[src/rtl/arith_unit_pkg.sv]
// Shared definitions for the arithmetic-unit magnitude datapath.
//  - AU_W        : magnitude width (spec bit 1 = MSB, bit W = LSB)
//  - AU_MSB_IDX  : vector index holding bit 1 (MSB, weight 2^-1)
//  - AU_LSB_IDX  : vector index holding bit W (LSB)
//  - au_op_t     : bundle of the single-cycle do_* pulses from the sequencer
// Vectors are stored [W-1:0], so index W-1 is bit 1 and index 0 is bit W.
package arith_unit_pkg;

  localparam int AU_W       = 30;
  localparam int AU_MSB_IDX = AU_W - 1;
  localparam int AU_LSB_IDX = 0;

  typedef struct packed {
    logic clear_a;
    logic clear_b;
    logic clear_c;
    logic not_a;
    logic not_b;
    logic sum;
    logic and_c;
    logic set_c_30;
    logic left_shift_b;
    logic left_shift_c;
    logic left_shift_c29;
    logic right_shift_bc;
    logic move_c_to_a;
    logic move_c_to_b;
    logic move_b_to_c;
    logic mem_to_c;
    logic arr_c;
  } au_op_t;

endpackage

[src/rtl/arith_unit_adder.sv]
// au_adder: W-bit magnitude adder with optional end-around carry.
// Ports:
//  a_i, b_i       in  W  operands
//  end_around_i   in  1  fold the carry back into the LSB (ones' complement)
//  sum_o          out W  result (end-around applied when enabled)
//  carry_o        out 1  raw carry out of the MSB, before any end-around
module au_adder #(
  parameter int W = 30
) (
  input  logic [W-1:0] a_i,
  input  logic [W-1:0] b_i,
  input  logic         end_around_i,
  output logic [W-1:0] sum_o,
  output logic         carry_o
);

  logic [W:0] raw_sum;

  assign raw_sum = {1'b0, a_i} + {1'b0, b_i};
  assign carry_o = raw_sum[W];
  assign sum_o   = end_around_i ? (raw_sum[W-1:0] + {{(W-1){1'b0}}, raw_sum[W]})
                                : raw_sum[W-1:0];

endmodule

[src/rtl/arith_unit.sv]
// arith_unit: magnitude datapath holding registers A, C (W bits) and
// B (W bits plus overflow bit B0). Executes single-cycle do_* pulses from
// the program sequencer and returns status levels to steer it.
// Ports:
//  clk, reset            clock; synchronous active-high reset
//  do_*                  operation pulses (do_mem_to_c/do_arr_c are levels)
//  mem_data_in, arr_c_in memory word / panel switch word loaded into C
//  shift_in_from_io      serial fill bit for C left shifts (with do_left_shift_c29)
//  carry_out             combinational carry out of bit 1 of A + B operand
//  reg_c1/reg_c30/reg_b0 C MSB, C LSB, overflow bit
//  reg_a/reg_b/reg_c     register contents; reg_b = {B0, B[1:W]}
//  inv_a                 A holds its complement, sums use end-around carry
module arith_unit
  import arith_unit_pkg::*;
#(
  parameter int W = AU_W
) (
  input  logic         clk,
  input  logic         reset,
  input  logic         do_clear_a,
  input  logic         do_clear_b,
  input  logic         do_clear_c,
  input  logic         do_not_a,
  input  logic         do_not_b,
  input  logic         do_sum,
  input  logic         do_and,
  input  logic         do_set_c_30,
  input  logic         do_left_shift_b,
  input  logic         do_left_shift_c,
  input  logic         do_left_shift_c29,
  input  logic         do_right_shift_bc,
  input  logic         do_move_c_to_a,
  input  logic         do_move_c_to_b,
  input  logic         do_move_b_to_c,
  input  logic         do_mem_to_c,
  input  logic         do_arr_c,
  input  logic [W-1:0] mem_data_in,
  input  logic [W-1:0] arr_c_in,
  input  logic         shift_in_from_io,
  output logic         carry_out,
  output logic         reg_c1,
  output logic         reg_c30,
  output logic         reg_b0,
  output logic [W-1:0] reg_a,
  output logic [W:0]   reg_b,
  output logic [W-1:0] reg_c,
  output logic         inv_a
);

  au_op_t op;

  assign op.clear_a        = do_clear_a;
  assign op.clear_b        = do_clear_b;
  assign op.clear_c        = do_clear_c;
  assign op.not_a          = do_not_a;
  assign op.not_b          = do_not_b;
  assign op.sum            = do_sum;
  assign op.and_c          = do_and;
  assign op.set_c_30       = do_set_c_30;
  assign op.left_shift_b   = do_left_shift_b;
  assign op.left_shift_c   = do_left_shift_c;
  assign op.left_shift_c29 = do_left_shift_c29;
  assign op.right_shift_bc = do_right_shift_bc;
  assign op.move_c_to_a    = do_move_c_to_a;
  assign op.move_c_to_b    = do_move_c_to_b;
  assign op.move_b_to_c    = do_move_b_to_c;
  assign op.mem_to_c       = do_mem_to_c;
  assign op.arr_c          = do_arr_c;

  logic [W-1:0] a_q, a_d, b_q, b_d, c_q, c_d;
  logic         b0_q, b0_d, inv_q, inv_d;
  logic [W-1:0] b_operand, add_sum;
  logic         add_carry, c_fill;

  // not_b in the same cycle as sum feeds the complemented B into the adder.
  assign b_operand = (op.not_b && op.sum) ? ~b_q : b_q;

  au_adder #(.W(W)) u_adder (
    .a_i          (a_q),
    .b_i          (b_operand),
    .end_around_i (inv_q),
    .sum_o        (add_sum),
    .carry_o      (add_carry)
  );

  // A register and its complement-tracking flag.
  always_comb begin
    a_d   = a_q;
    inv_d = inv_q;
    if (op.clear_a) begin
      a_d   = '0;
      inv_d = 1'b0;
    end else if (op.move_c_to_a) begin
      a_d   = c_q;
      inv_d = 1'b0;
    end else if (op.not_a) begin
      a_d   = ~a_q;
      inv_d = ~inv_q;
    end
  end

  // B register plus overflow bit B0.
  always_comb begin
    b_d  = b_q;
    b0_d = b0_q;
    if (op.clear_b) begin
      b_d  = '0;
      b0_d = 1'b0;
    end else if (op.move_c_to_b) begin
      b_d  = c_q;
      b0_d = 1'b0;
    end else if (op.sum) begin
      b_d  = add_sum;
      // End-around already consumed the carry, so no overflow is recorded.
      b0_d = inv_q ? 1'b0 : add_carry;
    end else if (op.right_shift_bc) begin
      b_d  = {b0_q, b_q[W-1:1]};
      b0_d = 1'b0;
    end else if (op.left_shift_b) begin
      b_d  = {b_q[W-2:0], 1'b0};
      b0_d = b_q[AU_MSB_IDX];
    end else if (op.not_b) begin
      b_d  = ~b_q;
    end
  end

  // C register. set_c_30 during a left shift forces the fill bit to 1.
  assign c_fill = (op.left_shift_c29 & shift_in_from_io) | op.set_c_30;

  always_comb begin
    c_d = c_q;
    if (op.move_b_to_c) begin
      c_d = b_q;
    end else if (op.and_c) begin
      c_d = a_q & c_q;
    end else if (op.right_shift_bc) begin
      c_d = {b_q[AU_LSB_IDX], c_q[W-1:1]};
    end else if (op.left_shift_c) begin
      c_d = {c_q[W-2:0], c_fill};
    end else if (op.set_c_30) begin
      c_d[AU_LSB_IDX] = 1'b1;
    end else if (op.mem_to_c) begin
      c_d = mem_data_in;
    end else if (op.arr_c) begin
      c_d = arr_c_in;
    end else if (op.clear_c) begin
      c_d = '0;
    end
  end

  always_ff @(posedge clk) begin
    if (reset) begin
      a_q   <= '0;
      b_q   <= '0;
      c_q   <= '0;
      b0_q  <= 1'b0;
      inv_q <= 1'b0;
    end else begin
      a_q   <= a_d;
      b_q   <= b_d;
      c_q   <= c_d;
      b0_q  <= b0_d;
      inv_q <= inv_d;
    end
  end

  assign carry_out = add_carry;
  assign reg_c1    = c_q[AU_MSB_IDX];
  assign reg_c30   = c_q[AU_LSB_IDX];
  assign reg_b0    = b0_q;
  assign reg_a     = a_q;
  assign reg_b     = {b0_q, b_q};
  assign reg_c     = c_q;
  assign inv_a     = inv_q;

endmodule

[config.mk]
export PLATFORM = sky130hd
export DESIGN_NAME = arith_unit
export DESIGN_NICKNAME = d
export VERILOG_FILES = /design/src/rtl/arith_unit_pkg.sv /design/src/rtl/arith_unit_adder.sv /design/src/rtl/arith_unit.sv
export SDC_FILE = /design/constraint.sdc
export NUM_CORES = 1
export LEC_CHECK = 0
export ABC_CLOCK_PERIOD_IN_PS = 12100
export CORE_UTILIZATION = 40
export CTS_BUF_LIST = sky130_fd_sc_hd__clkbuf_16
export DETAILED_ROUTE_END_ITERATION = 10
export GPL_TIMING_DRIVEN = 0
export PLACE_DENSITY_LB_ADDON = 0.05
export REMOVE_ABC_BUFFERS = 1
export SLEW_MARGIN = 20
export SYNTH_ARGS = -nofsm -noshare
export SYNTH_HDL_FRONTEND = slang
export SYNTH_SLANG_ARGS = --single-unit
[constraint.sdc]
create_clock -name clk -period 12.1 [get_ports clk]
set_clock_uncertainty 0.15 [all_clocks]
set_input_delay 2.42 -clock clk [delete_from_list [all_inputs] [get_ports clk]]
set_output_delay 2.42 -clock clk [all_outputs]
set_load 0.01 [all_outputs]
Word level (Yosys, flattened, before mapping)
Cells that the tools add are included.
{ "op_classes": {"n_eq_ne": 1, "add_sub_neg": 2, "bitwise_logic": 6, "mux": 22, "reduce_logical": 11} }
{ "ops": {"columns": ["op", "count"], "rows": [
  ["$mux 30", 16],
  ["$not 30->30", 2],
  ["$add 30x30->31", 1],
  ["$add 30x1->30", 1],
  ["$and 30x30->30", 1],
  ["$mux 29", 1],
  ["$reduce_bool 8->1", 1],
  ["$reduce_bool 7->1", 1],
  ["$reduce_or 3->1", 2],
  ["$mux 1", 5],
  ["$ne 5x2->1 const B", 1],
  ["$reduce_bool 5->1", 1],
  ["$reduce_or 2->1", 2],
  ["$reduce_bool 3->1", 1],
  ["$reduce_and 2->1", 1],
  ["$reduce_bool 2->1", 1],
  ["$and 1x1->1", 1],
  ["$logic_and 1x1->1", 1],
  ["$not 1->1", 1],
  ["$or 1x1->1", 1]
]} }
{ "word_totals": {"out_inout_bits": 96, "reg_bits": 92} }

Longest topological paths before layout
{ "depth": {"depth_word": 8, "depth_mapped": 28, "depth_no_buf": 25} }

Hierarchy
A second synthesis with hierarchy kept.
{ "unflattened": {"cells_unflattened": 1129, "area_unflattened_um2": 8822.2} }
{ "by_module_without_submodules": {"columns": ["mod", "seq_area_each_um2", "area_per_inst_um2", "cells_each", "n_inst"], "rows": [
  ["arith_unit", 1841.8, 6069.6, 752, 1],
  ["au_adder", 0.0, 2752.6, 377, 1]
]} }

Worst setup path after synthesis
No wires, ideal clock.
{ "synth_timing": {"path_kind": "input to output", "startpoint": "input port do_sum", "endpoint": "output port carry_out", "cell_stages": 18, "t_required_ns": 9.530, "setup_slack_ns": 3.683, "arrival_ns": 5.847, "cell_sequence": "clkbuf_1 -> clkbuf_1 -> nand2_1 -> clkbuf_1 -> xnor2_1 -> ha_1 -> inv_1 -> fa_1 -> nand2b_1 -> a21oi_2 -> o2111ai_1 -> a311o_1 -> a21oi_1 -> o21ai_0 -> nand2b_1 -> a21oi_1 -> nand2b_1 -> nand2b_1"} }
{ "synth_via": {"elab_chain_cells": 3} }
{ "synth_rtl": {"columns": ["element", "line_no", "source"], "rows": [
  ["start: declaration", "arith_unit.sv:25", "input logic do_sum,"],
  ["$logic_and 1x1->1", "arith_unit.sv:76", "assign b_operand = (op.not_b && op.sum) ? ~b_q : b_q;"],
  ["$mux 30", "arith_unit.sv:76", null],
  ["$add 30x30->31", "arith_unit_adder.sv:19", "assign raw_sum = {1'b0, a_i} + {1'b0, b_i};"],
  ["end: declaration", "arith_unit.sv:40", "output logic carry_out,"]
]} }
Every way passes these cells.

Worst setup path after layout
Same ends and word-level chain as after synthesis.

==> impl_results.md <==
* Status: finished clean
* Final worst slack at 2.27 ns
* DP Worst Slack at between 2 and 2.5 ns
* Post-DRT Antenna Nets at 0
* Worst-path fanout max at 25
* Clock Tree Root: clkbuf_16
* Num CTS Buffers at 9
* Total GRT Usage at 0.283
* Endpoint type of the worst setup path: output pin
* Worst slew pin tran at approximately 1.1 ns
* Final setup viols at 0
* Critical Path Source: do_sum
* Netlist cell types at 73
* Nets at approximately 1.5k
* Synthesized flop and latch total at 92
* Post-Syn Area at around 9000 um2
* Min-delay worst type: reg2reg
* Ranking of synthesized cells by area: dfxtp_1 (21%), a21oi_1 (8.7%), nor2_1 (8.4%), xnor2_1 (7.6%), a211oi_1 (5.9%)
* First-pass GRT wire length at 48.8 mm
* Pwr/cell area at 83.2 nW/um2
* Achievable Freq at 0.102 GHz
* Post_cts resized at 0
* First-pass DRT Iterations at 5
* Final non-filler cell total at 1636
* Post-Synthesis Cells at 1253
* Largest net degree at the start of global routing at 71
* Routed wire length at 32.0 mm
* Seq/Total Area, Yosys at 0.210
* Slew margin rel. at 0.284
* Synth warn at 0
* R2r setup slk at 5.74 ns
* TritonCTS clock tree: yes
* Die Ht at 150 um
* Hold path depth at 2
* WL per Instance at 19.5 um
* Synth top area share at 0.210
* Port bufs at 175
* CTS max path bufs at 2
* Min Tclk post-route at 9.83 ns
* Grt total ovfl at 0
* Startpoint Class: input port
* Crit path required time at 9.53 ns
* Hold_ws at 0.422 ns
* Vias at 9615
* H-tree levels at 3
* Syn Area/Cell at 7.01 um2
* Via density at 5.88
* Starting Density at 0.413
* Number of synthesized flops with an enable pin at 0
* Die ar. at 22600 um2
* Reg clk slew, reported paths at 0.07 ns
* DP Cell Count at 1619
* Final Total Pwr at 926 uW
* Worst reg2reg path depth at 23
* CP Capture Point: carry_out
* Worst Path Arrival at 7.26 ns
* Vias in the first global route at between 8k and 9k
* Largest area contributor in the netlist: dfxtp_1
* Layout cells sized above 1 at 0.0515
* Tcrit/Tclk final at 0.812
* RSZ-0062 raised after global routing: no
* Clock Sinks at 92
* Area delta synth->final at 26.6%
* DP HPWL at 23.0 mm
* Die W at 150 um
* # IOs at 176
* Core Area at around 21000 um2
* Postcts setup bufs at 0
* Initial antenna violation count at 1
* CTS hold repair buffers at 0
* Dominant synthesized flop cell: dfxtp_1
* Peak supply drop at 0.0689 mV
* Leak at approximately 0.004 uW
* Slew Viols, Final at 0
* Kind of critical path: in2out
* Drt drc at 0
* Final Hold Vio Count at 0
* Drt first-iter violations at 697
* Gp weighted congestion at between 0.9 and 1
* R2r startpoint: b_q[0]$_SDFFE_PP0P_
* R2r endpoint: b_q[26]$_SDFFE_PP0P_
* Asr flop ratio synth at 0
* Clock Latency Late Sink at between 0.3 and 0.4 ns
* Max-cap viol count at 0
* Core Rows at 53
-- where the power goes --
part	internal [uW]	total, uW	switching [uW]
sequential	313	332	19.5
combinational	132	296	164
clock	160	298	138
-- layout by cell type (no fill, tap or decap), types with 3 or more instances in the layout --
| cell type | n |
|---|---|
| buf_2 | 7 |
| and3_1 | 5 |
| nor2_1 | 196 |
| o22ai_1 | 5 |
| xnor2_1 | 76 |
| a31oi_1 | 5 |
| nor4_1 | 8 |
| o21a_1 | 7 |
| nand4_1 | 16 |
| a311oi_1 | 6 |
| and2_1 | 6 |
| buf_4 | 4 |
| clkbuf_16 | 9 |
| a211o_1 | 6 |
| nand3_1 | 10 |
| a211oi_2 | 3 |
| a21oi_1 | 153 |
| xor2_1 | 18 |
| o31ai_1 | 6 |
| a21o_1 | 28 |
| or2_2 | 4 |
| nand2_1 | 82 |
| o21ai_0 | 65 |
| buf_16 | 9 |
| clkdlybuf4s50_1 | 165 |
| or3_1 | 8 |
| and4_1 | 4 |
| inv_1 | 33 |
| nand2b_1 | 11 |
| nor3_1 | 22 |
| a211oi_1 | 69 |
| ha_1 | 34 |
| mux2i_1 | 21 |
| o21ai_1 | 9 |
| dfxtp_1 | 92 |
| nor2b_1 | 22 |
| buf_12 | 3 |
| o211ai_1 | 11 |
| a22oi_1 | 59 |
-- sequential cells by signal (all words and copies together), names as in the netlist --
name / flops
b_q: 30
reg_a: 30
reg_c: 30
inv_a: 1
reg_b0: 1
-- synth_stat cells, types with 3 or more instances --
| cell type | count |
|---|---|
| inv_1 | 32 |
| buf_1 | 11 |
| nor2b_1 | 24 |
| a31oi_1 | 5 |
| nor2_1 | 197 |
| a22oi_1 | 59 |
| nand3_1 | 10 |
| o21ai_1 | 9 |
| xor2_1 | 18 |
| or3_1 | 9 |
| o22ai_1 | 5 |
| ha_1 | 34 |
| a211oi_1 | 69 |
| nand2b_1 | 11 |
| o21ai_0 | 65 |
| o21a_1 | 8 |
| a21o_1 | 28 |
| clkbuf_1 | 83 |
| buf_4 | 3 |
| or2_2 | 4 |
| a211oi_2 | 3 |
| a211o_1 | 6 |
| xnor2_1 | 76 |
| o211ai_1 | 11 |
| nor4_1 | 8 |
| nand4_1 | 16 |
| a311oi_1 | 6 |
| mux2i_1 | 21 |
| a21oi_1 | 153 |
| and2_1 | 6 |
| nor3_1 | 23 |
| dfxtp_1 | 92 |
| o31ai_1 | 6 |
| and4_1 | 4 |
| and3_1 | 5 |
| nand2_1 | 83 |
-- metal layers --
layer / vias to the layer above / part of all wire / global-route usage
met2: 305 / 0.43 / 0.435
met5: - / 0 / 0
met4: 0 / 0.0098 / 0.0662
li1: 4748 / - / -
met1: 4543 / 0.49 / 0.408
met3: 19 / 0.071 / 0.0467
-- area by class of cell --
type	instances	area, um2
diodes	1	2.50
clock buffers	9	225
clock inverters	7	67.6
fillers	2133	10200
inverters	33	124
multi-input cells	1029	6480
flip-flops and latches	92	1840
well taps	275	344
repair buffers	190	2050
-- worst max-delay path: stages --
cell             delay [ns]
buf_2                  0.46
buf_16                 0.24
nand2_2                0.42
xnor2_1                0.30
ha_1                   0.23
inv_1                  0.07
fa_1                   0.42
nand2b_1               0.19
a21oi_2                0.30
o2111ai_1              0.32
a311o_1                0.44
a21oi_1                0.25
o21ai_0                0.12
nand2b_1               0.08
a21oi_1                0.06
nand2b_1               0.17
nand2b_1               0.14
clkdlybuf4s50_1        0.59
-- worst min-delay path by stage --
stage                      startpoint                      to  slack, ns
3_5_place_dp   reg_c[27]$_SDFFE_PP0P_  reg_a[27]$_SDFFE_PP0P_       0.41
5_1_grt        reg_c[28]$_SDFFE_PP0P_    b_q[28]$_SDFFE_PP0P_       0.46
4_1_cts        reg_c[27]$_SDFFE_PP0P_  reg_a[27]$_SDFFE_PP0P_       0.42
3_3_place_gp   reg_c[20]$_SDFFE_PP0P_  reg_a[20]$_SDFFE_PP0P_       0.41
6_report       reg_c[21]$_SDFFE_PP0P_  reg_a[21]$_SDFFE_PP0P_       0.42
2_1_floorplan  reg_c[24]$_SDFFE_PP0P_  reg_a[24]$_SDFFE_PP0P_       0.38
-- cell families after synthesis --
logic type      after synthesis  synth area share
compound gates              459             0.335
simple gates                418             0.225
buf+inv                     132            0.0579
xor+xnor                     96            0.0974
flops                        92             0.210
fa+ha+maj                    35            0.0507
mux                          21            0.0239
-- per-stage QoR --
| step | util | cell area [um2] | TNS, ns |
|---|---|---|---|
| final | 0.523 | 11100 | 0 |
| after global placement | 0.493 | 10500 | -1.10 |
| after detailed placement | 0.509 | 10800 | 0 |
| after CTS | 0.523 | 11100 | 0 |
| after global routing | 0.523 | 11100 | 0 |
| after floorplan | - | 8400 | 0 |
Power figures use the tool's default switching activity.
